==> src/rtl/bist_seq_pkg.sv <==
// Shared constants for the BIST session sequencer: FSM state codes and
// configuration-table field selectors.
package bist_seq_pkg;

  // Sequencer states
  localparam logic [2:0] ST_IDLE   = 3'd0;
  localparam logic [2:0] ST_LOAD   = 3'd1;
  localparam logic [2:0] ST_RST    = 3'd2;
  localparam logic [2:0] ST_RUN    = 3'd3;
  localparam logic [2:0] ST_CHECK  = 3'd4;
  localparam logic [2:0] ST_FINISH = 3'd5;

  // Table field selectors (codes 6 and 7 write nothing)
  localparam logic [2:0] FLD_PRPG1 = 3'd0;
  localparam logic [2:0] FLD_PRPG2 = 3'd1;
  localparam logic [2:0] FLD_MISR1 = 3'd2;
  localparam logic [2:0] FLD_MISR2 = 3'd3;
  localparam logic [2:0] FLD_GOLD1 = 3'd4;
  localparam logic [2:0] FLD_GOLD2 = 3'd5;

endpackage

==> src/rtl/bist_cfg_table.sv <==
// Configuration table: NUM_CFG entries of four polynomials plus two golden
// signatures. Single field-wide write port, full-entry combinational read.
module bist_cfg_table
  import bist_seq_pkg::*;
#(
  parameter int NUM_CFG    = 4,
  parameter int PRPG1_Size = 16,
  parameter int PRPG2_Size = 12,
  parameter int MISR1_Size = 16,
  parameter int MISR2_Size = 12
) (
  input  logic                        clk,
  input  logic                        masterRst,
  input  logic                        we,
  input  logic [$clog2(NUM_CFG)-1:0]  addr,
  input  logic [2:0]                  field,
  input  logic [15:0]                 data,
  input  logic [$clog2(NUM_CFG)-1:0]  rd_addr,
  output logic [PRPG1_Size-1:0]       prpg1_rd,
  output logic [PRPG2_Size-1:0]       prpg2_rd,
  output logic [MISR1_Size-1:0]       misr1_rd,
  output logic [MISR2_Size-1:0]       misr2_rd,
  output logic [MISR1_Size-1:0]       gold1_rd,
  output logic [MISR2_Size-1:0]       gold2_rd
);

  logic [PRPG1_Size-1:0] prpg1_mem [NUM_CFG];
  logic [PRPG2_Size-1:0] prpg2_mem [NUM_CFG];
  logic [MISR1_Size-1:0] misr1_mem [NUM_CFG];
  logic [MISR2_Size-1:0] misr2_mem [NUM_CFG];
  logic [MISR1_Size-1:0] gold1_mem [NUM_CFG];
  logic [MISR2_Size-1:0] gold2_mem [NUM_CFG];

  // Field write; narrower fields keep the low bits of data
  always_ff @(posedge clk or posedge masterRst) begin
    if (masterRst) begin
      for (int i = 0; i < NUM_CFG; i++) begin
        prpg1_mem[i] <= '0;
        prpg2_mem[i] <= '0;
        misr1_mem[i] <= '0;
        misr2_mem[i] <= '0;
        gold1_mem[i] <= '0;
        gold2_mem[i] <= '0;
      end
    end else if (we) begin
      case (field)
        FLD_PRPG1: prpg1_mem[addr] <= PRPG1_Size'(data);
        FLD_PRPG2: prpg2_mem[addr] <= PRPG2_Size'(data);
        FLD_MISR1: misr1_mem[addr] <= MISR1_Size'(data);
        FLD_MISR2: misr2_mem[addr] <= MISR2_Size'(data);
        FLD_GOLD1: gold1_mem[addr] <= MISR1_Size'(data);
        FLD_GOLD2: gold2_mem[addr] <= MISR2_Size'(data);
        default: ;
      endcase
    end
  end

  assign prpg1_rd = prpg1_mem[rd_addr];
  assign prpg2_rd = prpg2_mem[rd_addr];
  assign misr1_rd = misr1_mem[rd_addr];
  assign misr2_rd = misr2_mem[rd_addr];
  assign gold1_rd = gold1_mem[rd_addr];
  assign gold2_rd = gold2_mem[rd_addr];

endmodule

==> src/rtl/bist_session_sequencer.sv <==
// BIST session sequencer: walks every table entry, loads its polynomials,
// pulses the STUMPS session reset, waits for a fresh done edge (or timeout),
// compares both MISR signatures with the golden pair and builds a fail map.
// sessRst is the pure session pulse; the integration level ORs masterRst in.
module bist_session_sequencer
  import bist_seq_pkg::*;
#(
  parameter int NUM_CFG    = 4,
  parameter int PRPG1_Size = 16,
  parameter int PRPG2_Size = 12,
  parameter int MISR1_Size = 16,
  parameter int MISR2_Size = 12,
  parameter int TIMEOUT    = 4095
) (
  input  logic                        clk,
  input  logic                        masterRst,
  input  logic                        start,
  input  logic                        cfgWe,
  input  logic [$clog2(NUM_CFG)-1:0]  cfgAddr,
  input  logic [2:0]                  cfgField,
  input  logic [15:0]                 cfgData,
  input  logic                        stumpsDone,
  input  logic [MISR1_Size-1:0]       MISR1_Out,
  input  logic [MISR2_Size-1:0]       MISR2_Out,
  output logic                        sessRst,
  output logic [PRPG1_Size-1:0]       PRPG1_Poly,
  output logic [PRPG2_Size-1:0]       PRPG2_Poly,
  output logic [MISR1_Size-1:0]       MISR1_Poly,
  output logic [MISR2_Size-1:0]       MISR2_Poly,
  output logic [$clog2(NUM_CFG)-1:0]  cfgIdx,
  output logic                        busy,
  output logic                        done,
  output logic                        pass,
  output logic [NUM_CFG-1:0]          failMap,
  output logic                        timeoutErr
);

  localparam int IW = $clog2(NUM_CFG);
  localparam int TW = $clog2(TIMEOUT + 1);

  logic [2:0]            state_reg;
  logic [IW-1:0]         cfg_idx_reg;
  logic [NUM_CFG-1:0]    fail_map_reg;
  logic                  timeout_err_reg;
  logic                  timed_out_reg;
  logic [TW-1:0]         tmo_cnt_reg;
  logic                  stumps_done_q;
  logic                  done_edge;
  logic                  table_we;

  logic [PRPG1_Size-1:0] prpg1_reg, tbl_prpg1;
  logic [PRPG2_Size-1:0] prpg2_reg, tbl_prpg2;
  logic [MISR1_Size-1:0] misr1_reg, tbl_misr1, tbl_gold1;
  logic [MISR2_Size-1:0] misr2_reg, tbl_misr2, tbl_gold2;

  assign busy     = (state_reg == ST_LOAD) || (state_reg == ST_RST) ||
                    (state_reg == ST_RUN)  || (state_reg == ST_CHECK);
  assign table_we = cfgWe & ~busy;

  bist_cfg_table #(
    .NUM_CFG   (NUM_CFG),
    .PRPG1_Size(PRPG1_Size),
    .PRPG2_Size(PRPG2_Size),
    .MISR1_Size(MISR1_Size),
    .MISR2_Size(MISR2_Size)
  ) u_table (
    .clk      (clk),
    .masterRst(masterRst),
    .we       (table_we),
    .addr     (cfgAddr),
    .field    (cfgField),
    .data     (cfgData),
    .rd_addr  (cfg_idx_reg),
    .prpg1_rd (tbl_prpg1),
    .prpg2_rd (tbl_prpg2),
    .misr1_rd (tbl_misr1),
    .misr2_rd (tbl_misr2),
    .gold1_rd (tbl_gold1),
    .gold2_rd (tbl_gold2)
  );

  // Delayed copy of stumpsDone so only a fresh rising edge ends a session
  always_ff @(posedge clk or posedge masterRst) begin
    if (masterRst) stumps_done_q <= 1'b0;
    else           stumps_done_q <= stumpsDone;
  end

  assign done_edge = stumpsDone & ~stumps_done_q;

  // Session FSM with timeout counter, compare and fail-map accumulation
  always_ff @(posedge clk or posedge masterRst) begin
    if (masterRst) begin
      state_reg       <= ST_IDLE;
      cfg_idx_reg     <= '0;
      fail_map_reg    <= '0;
      timeout_err_reg <= 1'b0;
      timed_out_reg   <= 1'b0;
      tmo_cnt_reg     <= '0;
      prpg1_reg       <= '0;
      prpg2_reg       <= '0;
      misr1_reg       <= '0;
      misr2_reg       <= '0;
    end else begin
      case (state_reg)
        ST_IDLE, ST_FINISH: begin
          if (start) begin
            state_reg       <= ST_LOAD;
            cfg_idx_reg     <= '0;
            fail_map_reg    <= '0;
            timeout_err_reg <= 1'b0;
          end
        end
        ST_LOAD: begin
          prpg1_reg <= tbl_prpg1;
          prpg2_reg <= tbl_prpg2;
          misr1_reg <= tbl_misr1;
          misr2_reg <= tbl_misr2;
          state_reg <= ST_RST;
        end
        ST_RST: begin
          tmo_cnt_reg   <= '0;
          timed_out_reg <= 1'b0;
          state_reg     <= ST_RUN;
        end
        ST_RUN: begin
          if (done_edge) begin
            state_reg <= ST_CHECK;
          end else if (tmo_cnt_reg == TW'(TIMEOUT - 1)) begin
            // Last allowed RUN cycle without an edge: fail without comparing
            fail_map_reg[cfg_idx_reg] <= 1'b1;
            timeout_err_reg           <= 1'b1;
            timed_out_reg             <= 1'b1;
            state_reg                 <= ST_CHECK;
          end else if (tmo_cnt_reg != {TW{1'b1}}) begin
            tmo_cnt_reg <= tmo_cnt_reg + 1'b1;
          end
        end
        ST_CHECK: begin
          if (!timed_out_reg && ({MISR1_Out, MISR2_Out} != {tbl_gold1, tbl_gold2}))
            fail_map_reg[cfg_idx_reg] <= 1'b1;
          if (cfg_idx_reg == IW'(NUM_CFG - 1)) begin
            state_reg <= ST_FINISH;
          end else begin
            cfg_idx_reg <= cfg_idx_reg + 1'b1;
            state_reg   <= ST_LOAD;
          end
        end
        default: state_reg <= ST_IDLE;
      endcase
    end
  end

  assign sessRst    = (state_reg == ST_RST);
  assign done       = (state_reg == ST_FINISH);
  assign pass       = done & ~(|fail_map_reg);
  assign failMap    = fail_map_reg;
  assign timeoutErr = timeout_err_reg;
  assign cfgIdx     = cfg_idx_reg;
  assign PRPG1_Poly = prpg1_reg;
  assign PRPG2_Poly = prpg2_reg;
  assign MISR1_Poly = misr1_reg;
  assign MISR2_Poly = misr2_reg;

endmodule

==> config.mk <==
export PLATFORM = sky130hd
export DESIGN_NAME = bist_session_sequencer
export DESIGN_NICKNAME = d
export VERILOG_FILES = /design/src/rtl/bist_seq_pkg.sv /design/src/rtl/bist_cfg_table.sv /design/src/rtl/bist_session_sequencer.sv
export SDC_FILE = /design/constraint.sdc
export NUM_CORES = 1
export LEC_CHECK = 0
export CAP_MARGIN = 20
export CORE_MARGIN = 5
export CORE_UTILIZATION = 27
export CTS_CLUSTER_DIAMETER = 50
export DETAILED_ROUTE_END_ITERATION = 10
export SETUP_SLACK_MARGIN = 0.3
export SLEW_MARGIN = 10
export SYNTH_ARGS = -nofsm -noshare
export SYNTH_HDL_FRONTEND = slang
export SYNTH_SLANG_ARGS = --single-unit
export TNS_END_PERCENT = 30
==> constraint.sdc <==
create_clock -name clk -period 24 [get_ports clk]
set_clock_uncertainty 0.05 [all_clocks]
set_input_delay 3.6 -clock clk [delete_from_list [all_inputs] [get_ports clk]]
set_output_delay 3.6 -clock clk [all_outputs]
set_load 0.01 [all_outputs]
==> impl_metrics.ini, run 1 <==
[logic_synthesis]
yosysWarnings = 0
synth_nets = 1220
yosysUniqueCellTypes = 46
yosysTopAreaCellShare = 0.565
synth-seq-cells = 416
synthTopCellsByArea = dfrtp_1, mux2_2, mux4_2
syn-cell-area_um2 = 18400
yosysSeqAreaShare = 0.565
synth_edf_count = 0
synthArstFlopShare = 1.00
syn_avg_cell_area_um2 = 15.9
syn_inst = 1160
synth_ff_type = dfrtp_1
synth_top_cell_by_area = dfrtp_1

[die]
die_h_um = 271
initial_utilization = 0.273
dieArea_um2 = 73500
num_io_pins = 121
die_w_um = 271
std_cell_rows = 95
core-area_um2 = 67400

[cts]
clk_path_buf_depth = 3
cts_tree = yes
postCtsHoldBufs = 0
post_cts_resized = 0
htreeDepth = 2
cts.reportedPaths.clkPinSlew_ns = 0.05
clkLatencyLatePin_ns = 0.57
cts.sink_count = 416
cts_buffers = 52
cts_setup_buffers = 0
cts-root-buf = clkbuf_16

[timing]
setup_tns_ns = 0
rsz0062_at_grt = no
maxSlewViolCount = 0
fin_crit_ns = 6.00
finalCritPeriodShare = 0.250
setup_viol = 0
finalHoldViolCount = 0
max_freq_mhz = 167
slew_headroom = 0.281
worst_slew_pin_slew_ns = 1.07
finalWorstSetupSlack_ns = 18.00

[placed_design]
portBuffers = 120
dp_hpwl_um = 29300
gp_congestion = 0.718
dp_cells = 2085
place_worst_setup_slack_ns = 17.12

[layout]
layout_commonest_cell = dfrtp_1
final_cell_mix = dfrtp_1, mux2_2, clkdlybuf4s50_1
top_regs = u_table.gold1_mem: 64 flops, u_table.misr1_mem: 64 flops, u_table.prpg1_mem: 64 flops
final_nets = 1328
layout.cells.non_filler = 2182
drive_gt1_frac = 0.446
finish.utilization = 0.330
area_growth_pct = 20.9

[drt]
viasPerCell = 4.63
post_drt_wl_per_cell_um = 20.4
detail-route-antenna-nets = 0
drt_iter0_drc = 400
routed_wl_um = 44500
route.detailed.drc = 0
vias = 10100
drtPass1Iterations = 4

[worst_setup_path]
path_delay_family = flip-flops
crit_fanout = 51
slowest_delay_ns = 1.05
startpoint_type = register
worstPathCellList = clkdlybuf4s50_1
arrival_ns = 2.35
worst_path_max_delay_cell = dfrtp_4
critPathKind = reg2out
cp-end-kind = output pin
cp_data_required_time_ns = 20.35
crit_buf_inv = 1

[power_and_ir_drop]
p_leak_nw = 10.0
ir_drop_v = 0.0000508
powerDensity_nw_per_um2 = 111
p_total_mw = 2.48

[flow_run]
maxCapViolCount = 0

[global_route]
grt_pass1_vias = 10900
grt_pass1_wl_um = 69000
antenna_found_initial = 1
grt_max_degree = 121
grt_overflow = 0
grt_usage = 0.120

[min_path]
hold_class = reg2reg

[run_status]
outcome = finished, final reports clean
==> report_power, final <==
group	total (mW)	internal, mW	leakage, nW	switching, mW
sequential	1.05	0.921	5.62	0.133
clock	0.780	0.483	0.857	0.297
combinational	0.643	0.394	3.52	0.249
==> metrics by stage <==
stage,hold WS [ns],instance area [um^2]
4_1_cts,0.451,22200
6_report,0.444,22200
3_3_place_gp,0.428,20500
5_1_grt,0.458,22200
2_1_floorplan,0.411,18400
3_5_place_dp,0.435,20500
==> layer usage <==
metal	vias to the layer above	GRT usage	part of all wire	wire length [um]
li1	4483	-	-	-
met1	5427	0.162	0.46	20300
met5	-	0	0	0
met4	0	0.0304	0.016	732
met2	153	0.200	0.49	21900
met3	49	0.0214	0.035	1570
==> cell type report <==
class / count / area [um^2]
fillers: 6454 / 45100
flip-flops and latches: 416 / 10400
multi-input cells: 649 / 7560
clock buffers: 78 / 1570
repair buffers: 141 / 1390
well taps: 873 / 1090
clock inverters: 16 / 178
inverters: 8 / 37.5
diodes: 1 / 2.50
==> cells in the mapped netlist (2+ instances only) <==
cell      instances
a32o_1            4
buf_2            29
nand3b_1          3
mux4_1           11
a21oi_1           4
a21o_1            2
mux2_4           10
nor3b_1           3
buf_6             2
nand2_1          17
buf_4             7
mux2_2          383
nand4_1           7
ha_1              6
nor4_1            5
and3_1            2
nor2_4            3
nor2_1           26
nor2b_1           6
xnor2_1          28
dfrtp_1         416
clkbuf_1         31
buf_1            16
o22ai_1           2
o31ai_1           2
nor3_4            2
xor2_1            9
or3_1             4
nand3_1           8
buf_8             2
inv_1             8
nand2b_1          4
mux4_2           73
nor3_1            9
o21ai_0           5
==> logic make-up (layout without fill, tap and decap cells) <==
family	count (synthesis)	in the layout	synth area share
flops	416	416	0.565
mux	477	477	0.347
simple gates	105	105	0.0315
xor+xnor	37	37	0.0176
compound gates	24	24	0.00917
fa+ha+maj	6	6	0.00408
other cells	0	1	0
buf+inv	95	243	0.0248
==> final timing paths <==
kind                            slack [ns]                   start  depth (start not counted)                                 to
worst max register to register       19.88   cfgIdx[1]$_DFFE_PP0P_                          7             failMap[3]$_DFFE_PP0P_
worst min register to register        0.44  timeoutErr$_DFFE_PP0P_                          1             timeoutErr$_DFFE_PP0P_
worst min-delay path                  0.44  timeoutErr$_DFFE_PP0P_                          1             timeoutErr$_DFFE_PP0P_
worst max-delay path                 18.00   cfgIdx[1]$_DFFE_PP0P_                          1                          cfgIdx[1]
min in group asynchronous             3.54               masterRst                          2         PRPG1_Poly[11]$_DFFE_PP0P_
max in group asynchronous            18.10               masterRst                          5  u_table.gold2_mem[40]$_DFFE_PP0P_
Power figures use the tool's default switching activity.
==> run 2: changes to the inputs <==
==> constraint.sdc (replaced) <==
create_clock -name clk -period 5.37 [get_ports clk]
set_clock_uncertainty 0.05 [all_clocks]
set_input_delay 0.8055 -clock clk [delete_from_list [all_inputs] [get_ports clk]]
set_output_delay 0.8055 -clock clk [all_outputs]
set_load 0.01 [all_outputs]
==> run 2 against run 1 <==
  * Die area unchanged
  * Critical path depth increased by 1
  * Sequential power increased to 4.5 times the previous value
  * Worst hold slack got worse by 0.0053 ns
  * Register-to-register slack got worse by 18 ns
  * Clock power increased to 4.0 times the previous value
  * First-iteration DRC count increased by 15%
  * Sequential cell count unchanged
  * Total power increased to 4.3 times the previous value
  * Count of clock-buffer cells in the layout decreased by 7
  * Sequential share of layout area increased by 0.52 points
  * Critical endpoint unchanged
  * Largest power group unchanged
  * Highest routed layer unchanged
==> impl_metrics.ini, run 2 (synthesized netlist as in run 1, its figures left out) <==
[cts]
cts-root-buf = clkbuf_16
post_cts_resized = 0
cts_tree = yes
cts_buffers = 48
cts.sink_count = 416
clkLatencyLatePin_ns = 0.56
cts_setup_buffers = 0
cts.reportedPaths.clkPinSlew_ns = 0.06
postCtsHoldBufs = 0
clk_path_buf_depth = 3
htreeDepth = 2

[layout]
nFillCells = 6435
drive_gt1_frac = 0.438
layout_commonest_cell = dfrtp_1
antenna_cells = 0
final_cell_mix = dfrtp_1, mux2_2, clkdlybuf4s50_1
area_growth_pct = 19.5
final_nets = 1322
top_regs = u_table.gold1_mem: 64 flops, u_table.misr1_mem: 64 flops, u_table.prpg1_mem: 64 flops
layout.cells.non_filler = 2170
finish.utilization = 0.327

[drt]
highest_layer = met4
detail-route-antenna-nets = 0
vias = 10100
drt_iter0_drc = 460
route.detailed.drc = 0
met1_length_um = 19700
drtPass1Iterations = 5
viasPerCell = 4.65
post_drt_wl_per_cell_um = 20.1
wl_met2_um = 21300
routed-wl-met3_um = 1850
routed_wl_um = 43700

[global_route]
grt_max_degree = 185
antenna_found_initial = 0
grt_pass1_wl_um = 69400
grt_pass1_vias = 11100
grt_overflow = 0
grt_usage = 0.120

[timing]
rsz0062_at_grt = no
maxSlewViolCount = 0
worst_slew_pin_slew_ns = 1.04
finalHoldViolCount = 0
setup_viol = 0
fin_crit_ns = 3.61
hold_ws_ns = 0.439
max_freq_mhz = 277
slew_headroom = 0.306
finalCritPeriodShare = 0.672

[worst_setup_path]
cp_data_required_time_ns = 4.51
path_delay_family = buffers and inverters
crit_buf_inv = 2
arrival_ns = 2.76
worstPathCellList = buf_4 -> clkdlybuf4s50_1
slowest_delay_ns = 1.04
critPathKind = reg2out
cp-end-kind = output pin
worst_path_max_delay_cell = dfrtp_4
crit_fanout = 51
startpoint_type = register

[die]
std_cell_rows = 95
initial_utilization = 0.273
die_w_um = 271
dieArea_um2 = 73500
core-area_um2 = 67400
die_h_um = 271
num_io_pins = 121

[power_and_ir_drop]
sw_frac_of_total = 0.275
pwr-share-seq = 0.440
clkPwrFrac = 0.294
p_leak_nw = 9.85
p_int_mw = 7.77
switchingPower_mw = 2.95
power_frac_comb = 0.266
powerDensity_nw_per_um2 = 487
ir_drop_v = 0.000333

[placed_design]
gp_congestion = 0.711
dp_cells = 2085
portBuffers = 120
dp_hpwl_um = 29400

[run_status]
outcome = finished, final reports clean

[min_path]
hold_class = reg2reg

[flow_run]
maxCapViolCount = 0
-- run 2: cell count changes in the layout (fill, tap and decap cells not counted), moves of 2 or more --
| cell | previous run | this run |
|---|---|---|
| clkbuf_8 | 15 | 5 |
| clkbuf_1 | 10 | 17 |
| clkbuf_16 | 53 | 49 |
| clkinvlp_4 | 3 | 7 |
| buf_4 | 19 | 16 |
| buf_12 | 1 | 3 |
| clkinv_2 | 6 | 4 |
| inv_6 | 3 | 1 |
| nor2_1 | 26 | 24 |
| nor2_2 | 0 | 2 |
-- run 2: worst paths after layout --
check,start,endpoint,slack [ns],depth (start not counted)
max,cfgIdx[1]$_DFFE_PP0P_,cfgIdx[1],1.76,2
min in group asynchronous,masterRst,PRPG1_Poly[12]$_DFFE_PP0P_,0.50,2
max in group asynchronous,masterRst,u_table.prpg2_mem[38]$_DFFE_PP0P_,3.50,3
min reg2reg,timeoutErr$_DFFE_PP0P_,timeoutErr$_DFFE_PP0P_,0.44,1
max reg2reg,cfgIdx[1]$_DFFE_PP0P_,failMap[2]$_DFFE_PP0P_,1.88,6
min,timeoutErr$_DFFE_PP0P_,timeoutErr$_DFFE_PP0P_,0.44,1
-- run 2: layout make-up --
cell class | count | area, um^2 | area share
multi-input cells | 649 | 7560 | 0.343
inverters | 8 | 33.8 | 0.00154
well taps | 873 | 1090 | 0.0496
flip-flops and latches | 416 | 10400 | 0.473
repair buffers | 139 | 1380 | 0.0628
clock buffers | 71 | 1360 | 0.0617
clock inverters | 14 | 164 | 0.00745
-- run 2: routing by layer --
| metal | GRT usage | vias to the layer above |
|---|---|---|
| li1 | - | 4460 |
| met1 | 0.161 | 5405 |
| met2 | 0.200 | 164 |
| met3 | 0.0246 | 56 |
| met4 | 0.0306 | 0 |
| met5 | 0 | - |
-- run 2: stage by stage --
step	TNS, ns	total power, mW	worst slack [ns]	cell area [um^2]
3_3_place_gp	0	7.58	1.72	20500
3_5_place_dp	0	7.71	1.69	20500
4_1_cts	0	10.9	1.66	22000
2_1_floorplan	-455.54	6.62	-1.10	18400
5_1_grt	0	11.4	1.58	22000
6_report	0	10.7	1.76	22000
-- run 2: power by group through the flow --
stage	logic [mW]	registers [mW]	clock network [mW]
2_1_floorplan	2.02	4.60	0
3_3_place_gp	2.87	4.71	0
3_5_place_dp	2.93	4.78	0
4_1_cts	2.94	4.73	3.26
5_1_grt	3.12	4.85	3.38
6_report	2.86	4.71	3.15
